### src/rtl/alu_arbiter.sv
`default_nettype none
// ============================================================================
// Module   : alu_arbiter
// Function : Two-port valid/ready arbiter around a shared single-cycle ALU;
//            round-robin by default, fixed priority when ALU_ARB_FIXED_PRIO_EN
//            is defined.
// Revision : 1.0
// ============================================================================
module alu_arbiter #(
    parameter int SIZEDATA = 32,
    parameter int OP       = 4
) (
    input  logic                  clk,
    input  logic                  reset,
    input  logic [1:0]            req_valid,
    output logic [1:0]            req_ready,
    input  logic [2*SIZEDATA-1:0] req_a,
    input  logic [2*SIZEDATA-1:0] req_b,
    input  logic [2*OP-1:0]       req_op,
    output logic                  rsp_valid,
    input  logic [1:0]            rsp_ready,
    output logic                  rsp_id,
    output logic [SIZEDATA-1:0]   rsp_result,
    output logic                  rsp_zero,
    output logic                  busy
);

    typedef enum logic [1:0] {
        S_IDLE = 2'd0,
        S_EXEC = 2'd1,
        S_RESP = 2'd2
    } state_t;

    state_t              state;
    state_t              state_nxt;
    logic [1:0]          grant;
    logic [SIZEDATA-1:0] op_a;
    logic [SIZEDATA-1:0] op_b;
    logic [OP-1:0]       op_code;
    logic                op_id;
    logic [SIZEDATA-1:0] alu_result;

`ifdef ALU_ARB_FIXED_PRIO_EN
    always_comb begin
        grant = 2'b00;
        if (req_valid[0])
            grant = 2'b01;
        else if (req_valid[1])
            grant = 2'b10;
    end
`else
    logic last_grant;

    // Contention goes to the port that did not win last time.
    always_comb begin
        grant = req_valid;
        if (req_valid == 2'b11)
            grant = last_grant ? 2'b01 : 2'b10;
    end

    always_ff @(posedge clk or posedge reset) begin
        if (reset)
            last_grant <= 1'b1;
        else if (state == S_RESP && rsp_ready[rsp_id])
            last_grant <= rsp_id;
    end
`endif

    always_comb begin
        state_nxt = state;
        req_ready = 2'b00;
        case (state)
            S_IDLE: begin
                req_ready = reset ? 2'b00 : grant;
                if (grant != 2'b00)
                    state_nxt = S_EXEC;
            end
            S_EXEC: state_nxt = S_RESP;
            S_RESP: begin
                if (rsp_ready[rsp_id])
                    state_nxt = S_IDLE;
            end
            default: state_nxt = S_IDLE;
        endcase
    end

    always_comb begin
        alu_result = '0;
        case (op_code)
            4'b0000: alu_result = op_a & op_b;
            4'b0001: alu_result = op_a | op_b;
            4'b0010: alu_result = op_a + op_b;
            4'b0110: alu_result = op_a - op_b;
            4'b0111: alu_result = {{(SIZEDATA-1){1'b0}}, (op_a < op_b)};
            4'b1100: alu_result = ~(op_a | op_b);
            default: alu_result = '0;
        endcase
    end

    always_ff @(posedge clk or posedge reset) begin
        if (reset) begin
            state      <= S_IDLE;
            op_a       <= '0;
            op_b       <= '0;
            op_code    <= '0;
            op_id      <= 1'b0;
            rsp_id     <= 1'b0;
            rsp_result <= '0;
            rsp_zero   <= 1'b0;
        end else begin
            state <= state_nxt;
            if (state == S_IDLE && grant != 2'b00) begin
                op_id   <= grant[1];
                op_a    <= grant[1] ? req_a[2*SIZEDATA-1:SIZEDATA] : req_a[SIZEDATA-1:0];
                op_b    <= grant[1] ? req_b[2*SIZEDATA-1:SIZEDATA] : req_b[SIZEDATA-1:0];
                op_code <= grant[1] ? req_op[2*OP-1:OP] : req_op[OP-1:0];
            end
            if (state == S_EXEC) begin
                rsp_id     <= op_id;
                rsp_result <= alu_result;
                rsp_zero   <= (alu_result == '0);
            end
        end
    end

    assign rsp_valid = (state == S_RESP);
    assign busy      = (state != S_IDLE);

endmodule
`default_nettype wire

### config.mk
export PLATFORM = sky130hd
export DESIGN_NAME = alu_arbiter
export DESIGN_NICKNAME = d
export VERILOG_FILES = /design/src/rtl/alu_arbiter.sv
export SDC_FILE = /design/constraint.sdc
export NUM_CORES = 1
export LEC_CHECK = 0
export CAP_MARGIN = 20
export CORE_UTILIZATION = 40
export DETAILED_ROUTE_END_ITERATION = 10
export GPL_TIMING_DRIVEN = 0
export HOLD_SLACK_MARGIN = 0.05
export SLEW_MARGIN = 20
export SYNTH_ARGS = -nofsm -noshare
export SYNTH_HDL_FRONTEND = slang
export SYNTH_SLANG_ARGS = --single-unit
### constraint.sdc
create_clock -name clk -period 7.8 [get_ports clk]
set_input_delay 1.56 -clock clk [delete_from_list [all_inputs] [get_ports clk]]
set_output_delay 1.56 -clock clk [all_outputs]
set_load 0.1 [all_outputs]
==> parameters.txt, run 1 <==
Parameter                              Value

Synth
  Count of yosys warnings during synthesis    0
  Share of flip-flops with an asynchronous set or reset    1.000
  Dominant register cell in the synthesized netlist    dfrtp_1
  #FFs+latches synth    approximately 110
  Sequential share of the synthesized area    0.2569
  Post-Synthesis Cell Area    roughly 10,000 µm²
  Cell count after synthesis    1,308
  Post-synth cell types    92
  Net count after synthesis    between 1,500 and 2,000
  Post-Synthesis Mean Instance Area    between 7 and 8 µm²
  Post-synth EDFFs    0

Clocking
  H-tree depth reported by CTS    3
  Clk buf depth    2
  Num CTS Buffers    9
  Clock-pin slew on the worst setup and hold paths    around 0.080 ns
  Skew-Pair Late Insertion Delay    roughly 0.38 ns
  Clock root buffer master    clkbuf_16
  Hold buffer count at cts    0
  Post-CTS Setup Repair Bufs    0
  Gates resized, CTS repair    0
  Total clock sinks    106
  Clock tree from TritonCTS    yes

Drt
  Vias after detailed routing    ~11,000
  Drt initial violations    1,112
  Final ANT Viol Nets    0
  Remaining design rule violation count    0
  Length of the first detailed-routing pass in iterations    6
  Routed WL    around 40,000 µm
  Avg WL per Cell    21.96 µm
  Avg Vias per Cell    between 5 and 6

Worst setup path
  Count of buffer and inverter cells on the critical path    5
  CP endpoint kind    output pin
  Critical Setup Path Class    input pin to output pin
  Cell depth of the worst flop-to-flop path    14
  Critical Path Source    req_valid[1]
  Required time worst endpoint    around 6.2 ns
  Critical path arrival    about 4.5 ns
  Worst Setup EP    req_ready[1]
  Most repeated library cell on the critical path    clkdlybuf4s50_1
  Highest net fanout along the worst path    10
  Series of cell instances along the critical path    clkdlybuf4s50_1 > inv_1 > a21oi_1 > clkbuf_1 > buf_1 > and3_1 > clkdlybuf4s50_1
  Critical Path Max Stage Delay    approximately 1.1 ns
  Critical path depth    7
  FF-to-FF setup slack    between 3 and 4 ns
  Startpoint type of the worst setup path    input pin
  Startpoint of the worst register-to-register path    op_b[18]$_DFFE_PP0P_
  Critical path's top delay family    buffers and inverters
  R2r endpoint    rsp_zero$_DFFE_PP0N_
  Slowest cell on the critical path    clkdlybuf4s50_1

STA
  Minimum clock period after layout    6.086 ns
  Achievable Freq    0.1643 GHz
  Total setup violations reported at the end of the flow    0
  Portion of the clock cycle consumed by the worst path in the final layout    0.7803
  Slew at the pin with the worst max-slew slack    between 1 and 1.5 ns
  Setup repair after global routing missed its margin    no
  Number of endpoints with negative hold slack in the final report    0
  Clock skew after layout    0.01886 ns
  Max-slew headroom at the worst pin    0.2500
  Count of final max-slew check failures    0

Cells and area
  Number of nets in the finished design    about 1,700
  Share of layout cells above drive strength 1    0.05785
  Final instance count without filler cells    1,834
  Diodes inserted    0
  Area growth syn-to-layout    24.56%

Global route
  First-pass GRT wire length    62,160 µm
  Pin count of the biggest net entering global routing    between 60 and 70
  Combined global-route utilization of all metal layers    0.3123
  Total global routing overflow    0
  Via count of the first global-routing pass    10,382
  Initial antenna violation count    0

Place
  Placed cell count    ~1,800
  Gpl congestion    a little over 0.9
  HPWL after DPL    32,630 µm
  Port buffer count    ~180

Floorplan
  Die outline width    approximately 160 µm
  Number of rows created at floorplan    58
  # IOs    180
  Starting Density    0.4091
  Die Span Y    about 160 µm
  Total Die Area    around 26,000 µm²
  Core Box Area    around 25,000 µm²

Outcome
  Run status    completed

Min path
  Hold crit path type    flop to flop

Flow run
  Number of maximum-capacitance constraint violations    0
==> synthesized netlist by cell type, types with 4 or more instances <==
| library cell | number | area, µm² |
|---|---|---|
| nor2_1 | 164 | 615.6 |
| and2_1 | 8 | 50.05 |
| nor3b_1 | 4 | 30.03 |
| o21a_1 | 9 | 67.56 |
| mux2_2 | 7 | 78.83 |
| nand4_1 | 15 | 93.84 |
| nor2_2 | 4 | 25.02 |
| nor2b_1 | 12 | 75.07 |
| o221ai_1 | 15 | 131.4 |
| a211oi_1 | 15 | 112.6 |
| o31a_1 | 5 | 43.79 |
| o2111ai_1 | 6 | 52.55 |
| a22oi_1 | 4 | 30.03 |
| nand2_1 | 100 | 375.4 |
| dfrtp_1 | 105 | 2628 |
| o211ai_1 | 12 | 90.09 |
| inv_1 | 102 | 382.9 |
| nand3_1 | 16 | 80.08 |
| nand2b_1 | 7 | 43.79 |
| nor4_1 | 11 | 68.82 |
| nor3_1 | 28 | 140.1 |
| o21ai_0 | 80 | 400.4 |
| ha_1 | 101 | 1264 |
| a211o_1 | 4 | 35.03 |
| o21bai_1 | 9 | 67.56 |
| o31ai_1 | 13 | 97.59 |
| a31oi_1 | 7 | 43.79 |
| buf_1 | 5 | 18.77 |
| a221oi_1 | 19 | 166.4 |
| buf_2 | 23 | 115.1 |
| a21o_1 | 6 | 45.04 |
| a21oi_1 | 157 | 785.8 |
| and3_1 | 6 | 37.54 |
| clkbuf_1 | 45 | 168.9 |
| a221o_1 | 18 | 180.2 |
| mux2i_1 | 72 | 720.7 |
==> layer usage <==
metal	vias to the layer above	part of all wire	global-route usage
li1	5118	-	-
met1	5180	0.49	0.4681
met2	453	0.42	0.4569
met3	38	0.079	0.06315
met4	0	0.014	0.06372
met5	-	0	0
==> layout make-up <==
type | count | area (µm²)
clock inverters | 6 | 62.56
repair buffers | 180 | 1819
clock buffers | 10 | 229.0
inverters | 103 | 391.6
multi-input cells | 1021 | 6952
fillers | 2550 | 12390
flip-flops and latches | 106 | 2654
well taps | 330 | 412.9
plain buffers | 78 | 347.8
==> sequential cells by signal, summed over array words and instances, names as in the netlist <==
name        flops
last_grant      1
op_a           32
op_b           32
op_code         4
op_id           1
rsp_id          1
rsp_result     32
rsp_zero        1
state           2
==> worst register-to-register path, stage by stage (launching register included) <==
cell and delay [ns]:
dfrtp_1 0.40, inv_1 0.08, ha_1 0.28, clkbuf_1 0.34, nand4_1 0.39, nor4_1 0.47, o211ai_1 0.35, nor2b_1 0.26
or2_1 0.23, a21oi_1 0.21, xnor2_1 0.14, nor2_1 0.06, a211oi_1 0.54, o2111a_1 0.30, a32o_1 0.16
==> cell usage in the layout (no fill, tap or decap), types with 5 or more instances in the layout <==
| cell type | n |
|---|---|
| nand2_1 | 100 |
| nor3_1 | 28 |
| o21bai_1 | 9 |
| mux2i_1 | 72 |
| nor2_1 | 164 |
| a211oi_1 | 15 |
| a21o_1 | 6 |
| nand4_1 | 15 |
| a31oi_1 | 7 |
| and3_1 | 6 |
| o31a_1 | 5 |
| o21a_1 | 9 |
| a221oi_1 | 19 |
| mux2_2 | 7 |
| nor4_1 | 11 |
| dfrtp_1 | 105 |
| o21ai_0 | 80 |
| o2111ai_1 | 6 |
| ha_1 | 101 |
| nor2b_1 | 12 |
| o221ai_1 | 15 |
| clkbuf_1 | 46 |
| a21oi_1 | 157 |
| inv_1 | 101 |
| nand2b_1 | 7 |
| buf_2 | 23 |
| clkbuf_16 | 9 |
| o211ai_1 | 12 |
| and2_1 | 8 |
| nand3_1 | 16 |
| o31ai_1 | 13 |
| clkdlybuf4s50_1 | 179 |
| buf_1 | 5 |
| a221o_1 | 18 |
==> worst min path at each step <==
stage	startpoint	to	cells after the start	slack, ns
2_1_floorplan	op_id$_DFFE_PP0P_	op_id$_DFFE_PP0P_	1	0.46
3_3_place_gp	rsp_result[30]$_DFFE_PP0N_	rsp_result[30]$_DFFE_PP0N_	2	0.46
3_5_place_dp	rsp_result[3]$_DFFE_PP0N_	rsp_result[3]$_DFFE_PP0N_	2	0.47
4_1_cts	rsp_result[3]$_DFFE_PP0N_	rsp_result[3]$_DFFE_PP0N_	2	0.49
5_1_grt	rsp_result[3]$_DFFE_PP0N_	rsp_result[3]$_DFFE_PP0N_	2	0.51
6_report	rsp_result[3]$_DFFE_PP0N_	rsp_result[3]$_DFFE_PP0N_	2	0.48
==> logic make-up (layout without fill, tap and decap cells) <==
logic type / after synthesis / in the layout / share of synthesized area
AND/OR/NAND/NOR: 405 / 405 / 0.1858
AO/OA/AOI/OAI: 431 / 431 / 0.2801
buffers and inverters: 181 / 377 / 0.07109
flip-flops: 106 / 106 / 0.2569
XOR/XNOR: 3 / 3 / 0.002544
multiplexers: 79 / 79 / 0.07739
adder cells (fa/ha/maj): 103 / 103 / 0.1262
==> stage by stage <==
stage / utilization / hold slack [ns] / worst slack, ns / setup TNS [ns] / cell area, µm²
6_report: 0.5096 / 0.4806 / 1.714 / 0 / 12870
5_1_grt: 0.5096 / 0.5054 / 1.560 / 0 / 12870
4_1_cts: 0.5096 / 0.4872 / 1.699 / 0 / 12870
3_5_place_dp: 0.4980 / 0.4700 / 1.714 / 0 / 12580
3_3_place_gp: 0.4964 / 0.4610 / -0.5226 / -0.5226 / 12540
2_1_floorplan: - / 0.4622 / 1.401 / 0 / 10330
Power of run 1 is left out: the tool's default activity adds up to more than one toggle a clock period on the data nets, which glitch-free logic cannot reach.
==> inputs of run 2 (changes only) <==
PLACE_DENSITY = 0.66   (was not set)
clock period = 5 ns   (was 7.8 ns; I/O delays follow)
==> run 2 against run 1 <==
Net effect: critical path depth stayed put; core utilization is 0.18 points higher; via count hardly changed; non-clock buffer count is 2 higher; global-route usage hardly changed; count of clock-buffer cells in the layout is 1 lower; first-iteration DRC count is 9.4% lower; die area stayed put; setup slack worse by 1.2 ns; routed wire length is 0.66% higher; cell area is 0.36% higher; sequential cell count stayed put.
==> parameters.txt, run 2 (synthesis gave the netlist of run 1 again) <==
Parameter                              Value

Outcome
  Run status    completed

Cells and area
  Most common cell after layout, fill and taps aside    clkdlybuf4s50_1
  Top library cells by usage in the layout, fill and taps aside    178 x clkdlybuf4s50_1, 164 x nor2_1, 157 x a21oi_1
  Leading registers by flop count    op_a x32, op_b x32, rsp_result x32
  Area growth syn-to-layout    25.01%
  Final instance count without filler cells    1,836 (+0.11%)
  Number of filler instances in the final layout    2,499 (-2.0%)
  Share of layout cells above drive strength 1    0.06042 (+0.002579)
  Diodes inserted    0 (unchanged)
  Core occupancy in the finished layout    0.5114 (+0.001833)
  Number of nets in the finished design    1,746 (+0.11%)

Worst setup path
  R2r endpoint    rsp_zero$_DFFE_PP0N_
  FF-to-FF setup slack    0.69 ns (-2.81 ns)
  Startpoint type of the worst setup path    input pin
  Required time worst endpoint    4.00 ns (-2.24 ns)
  Count of buffer and inverter cells on the critical path    5 (unchanged)
  Cell depth of the worst flop-to-flop path    14 (unchanged)
  Critical path's top delay family    buffers and inverters
  Critical Path Max Stage Delay    0.74 ns (-0.39 ns)
  Critical Setup Path Class    input pin to output pin
  Slowest cell on the critical path    dlymetal6s2s_1
  Critical path arrival    3.50 ns (-1.03 ns)
  CP endpoint kind    output pin
  Highest net fanout along the worst path    10 (unchanged)
  Series of cell instances along the critical path    clkdlybuf4s50_1 > inv_1 > a21oi_1 > clkbuf_1 > buf_1 > and3_1 > dlymetal6s2s_1
  Startpoint of the worst register-to-register path    op_b[0]$_DFFE_PP0P_

Drt
  Length of the first detailed-routing pass in iterations    5 (-1)
  Drt initial violations    1,007 (-9.4%)
  Avg Vias per Cell    5.873 (-0.16%)
  Routed WL    40,530 µm (+0.66%)
  Final ANT Viol Nets    0 (unchanged)
  Remaining design rule violation count    0 (unchanged)
  Avg WL per Cell    22.08 µm (+0.55%)
  Vias after detailed routing    10,783 (-0.056%)

Floorplan
  Total Die Area    26,470 µm² (unchanged)
  # IOs    180 (unchanged)
  Number of rows created at floorplan    58 (unchanged)
  Core Box Area    25,250 µm² (unchanged)
  Die outline width    162.7 µm (unchanged)
  Starting Density    0.4091 (unchanged)
  Die Span Y    162.7 µm (unchanged)

STA
  Setup slack after layout    0.4995 ns (-1.215 ns)
  Minimum hold slack    0.4784 ns (-0.002224 ns)
  Count of final max-slew check failures    0 (unchanged)
  Slew at the pin with the worst max-slew slack    0.9901 ns (-0.1308 ns)
  Clock skew after layout    0.02399 ns (+0.005124 ns)
  Minimum clock period after layout    between 4 and 5 ns
  Max-slew headroom at the worst pin    0.3375 (+0.08753)
  Total setup violations reported at the end of the flow    0 (unchanged)
  Setup repair after global routing missed its margin    no
  Achievable Freq    around 0.22 GHz
  Number of endpoints with negative hold slack in the final report    0 (unchanged)
  Portion of the clock cycle consumed by the worst path in the final layout    0.9001

Global route
  Via count of the first global-routing pass    10,462 (+0.77%)
  Total global routing overflow    0 (unchanged)
  Combined global-route utilization of all metal layers    0.3126 (+0.0003387)
  Initial antenna violation count    0 (unchanged)
  Pin count of the biggest net entering global routing    34 (-47%)
  First-pass GRT wire length    61,900 µm (-0.41%)

Place
  Port buffer count    179 (unchanged)
  HPWL after DPL    33,450 µm (+2.5%)
  Post-placement worst setup slack    0.09561 ns (-1.618 ns)
  Gpl congestion    0.9763 (+5.7%)
  Placed cell count    1,820 (+0.11%)

Clocking
  Gates resized, CTS repair    0 (unchanged)
  Clock-pin slew on the worst setup and hold paths    0.07 ns (about the same)
  Post-CTS Setup Repair Bufs    0 (unchanged)
  Clock root buffer master    clkbuf_16
  Clk buf depth    2 (unchanged)
  Total clock sinks    106 (unchanged)
  Skew-Pair Late Insertion Delay    0.38 ns (about the same)
  Hold buffer count at cts    0 (unchanged)
  Clock tree from TritonCTS    yes
  H-tree depth reported by CTS    3 (unchanged)
  Num CTS Buffers    9 (unchanged)

Min path
  Hold crit path type    flop to flop
  Cells on Worst Hold Path    2 (unchanged)
  Endpoint, Worst Hold    rsp_result[21]$_DFFE_PP0N_
  Source of the worst hold timing path    rsp_result[21]$_DFFE_PP0N_

Flow run
  Number of maximum-capacitance constraint violations    0 (unchanged)
run 2: worst max path at each step:
| stage | from | endpoint | slack (ns) | cells past startpoint |
|---|---|---|---|---|
| 6_report | req_valid[1] | req_ready[1] | 0.50 | 7 |
| 3_3_place_gp | reset | req_ready[1] | -1.19 | 4 |
| 4_1_cts | req_valid[1] | req_ready[1] | 0.08 | 7 |
| 2_1_floorplan | reset | req_ready[1] | 0.70 | 2 |
| 5_1_grt | req_valid[1] | req_ready[1] | 0.36 | 7 |
| 3_5_place_dp | req_valid[1] | req_ready[1] | 0.1 | 7 |
run 2: worst reg2reg max path, delay by kind of cell, from the launching register on:
| family | cells | cell delay (ns) |
|---|---|---|
| AOI/OAI and AO/OA | 6 | 2.11 |
| and+or+nand+nor | 5 | 0.97 |
| adders and majority gates | 2 | 0.68 |
| DFF | 1 | 0.41 |
| buffers and inverters | 1 | 0.08 |
run 2: metal layers:
metal | vias up | global-route usage | wire (µm)
met4 | 0 | 0.07986 | 745
met3 | 44 | 0.07385 | 3299
met2 | 461 | 0.4495 | 16670
met1 | 5168 | 0.4625 | 19820
met5 | - | 0 | 0
li1 | 5110 | - | -
run 2: metrics by stage:
stage / setup TNS [ns] / instance area [µm²]
final: 0 / 12910
after global routing: 0 / 12910
after CTS: 0 / 12910
after detailed placement: 0 / 12610
after global placement: -1.191 / 12540
after floorplan: 0 / 10330
run 2: final cells by class:
| type | instances | area (µm²) | share of cell area |
|---|---|---|---|
| plain buffers | 78 | 347.8 | 0.02693 |
| flip-flops and latches | 106 | 2654 | 0.2055 |
| clock buffers | 9 | 225.2 | 0.01744 |
| multi-input cells | 1021 | 6958 | 0.5388 |
| well taps | 330 | 412.9 | 0.03197 |
| inverters | 103 | 390.4 | 0.03023 |
| repair buffers | 182 | 1854 | 0.1436 |
| clock inverters | 7 | 72.57 | 0.005619 |
Power of run 2 is left out for the same reason.
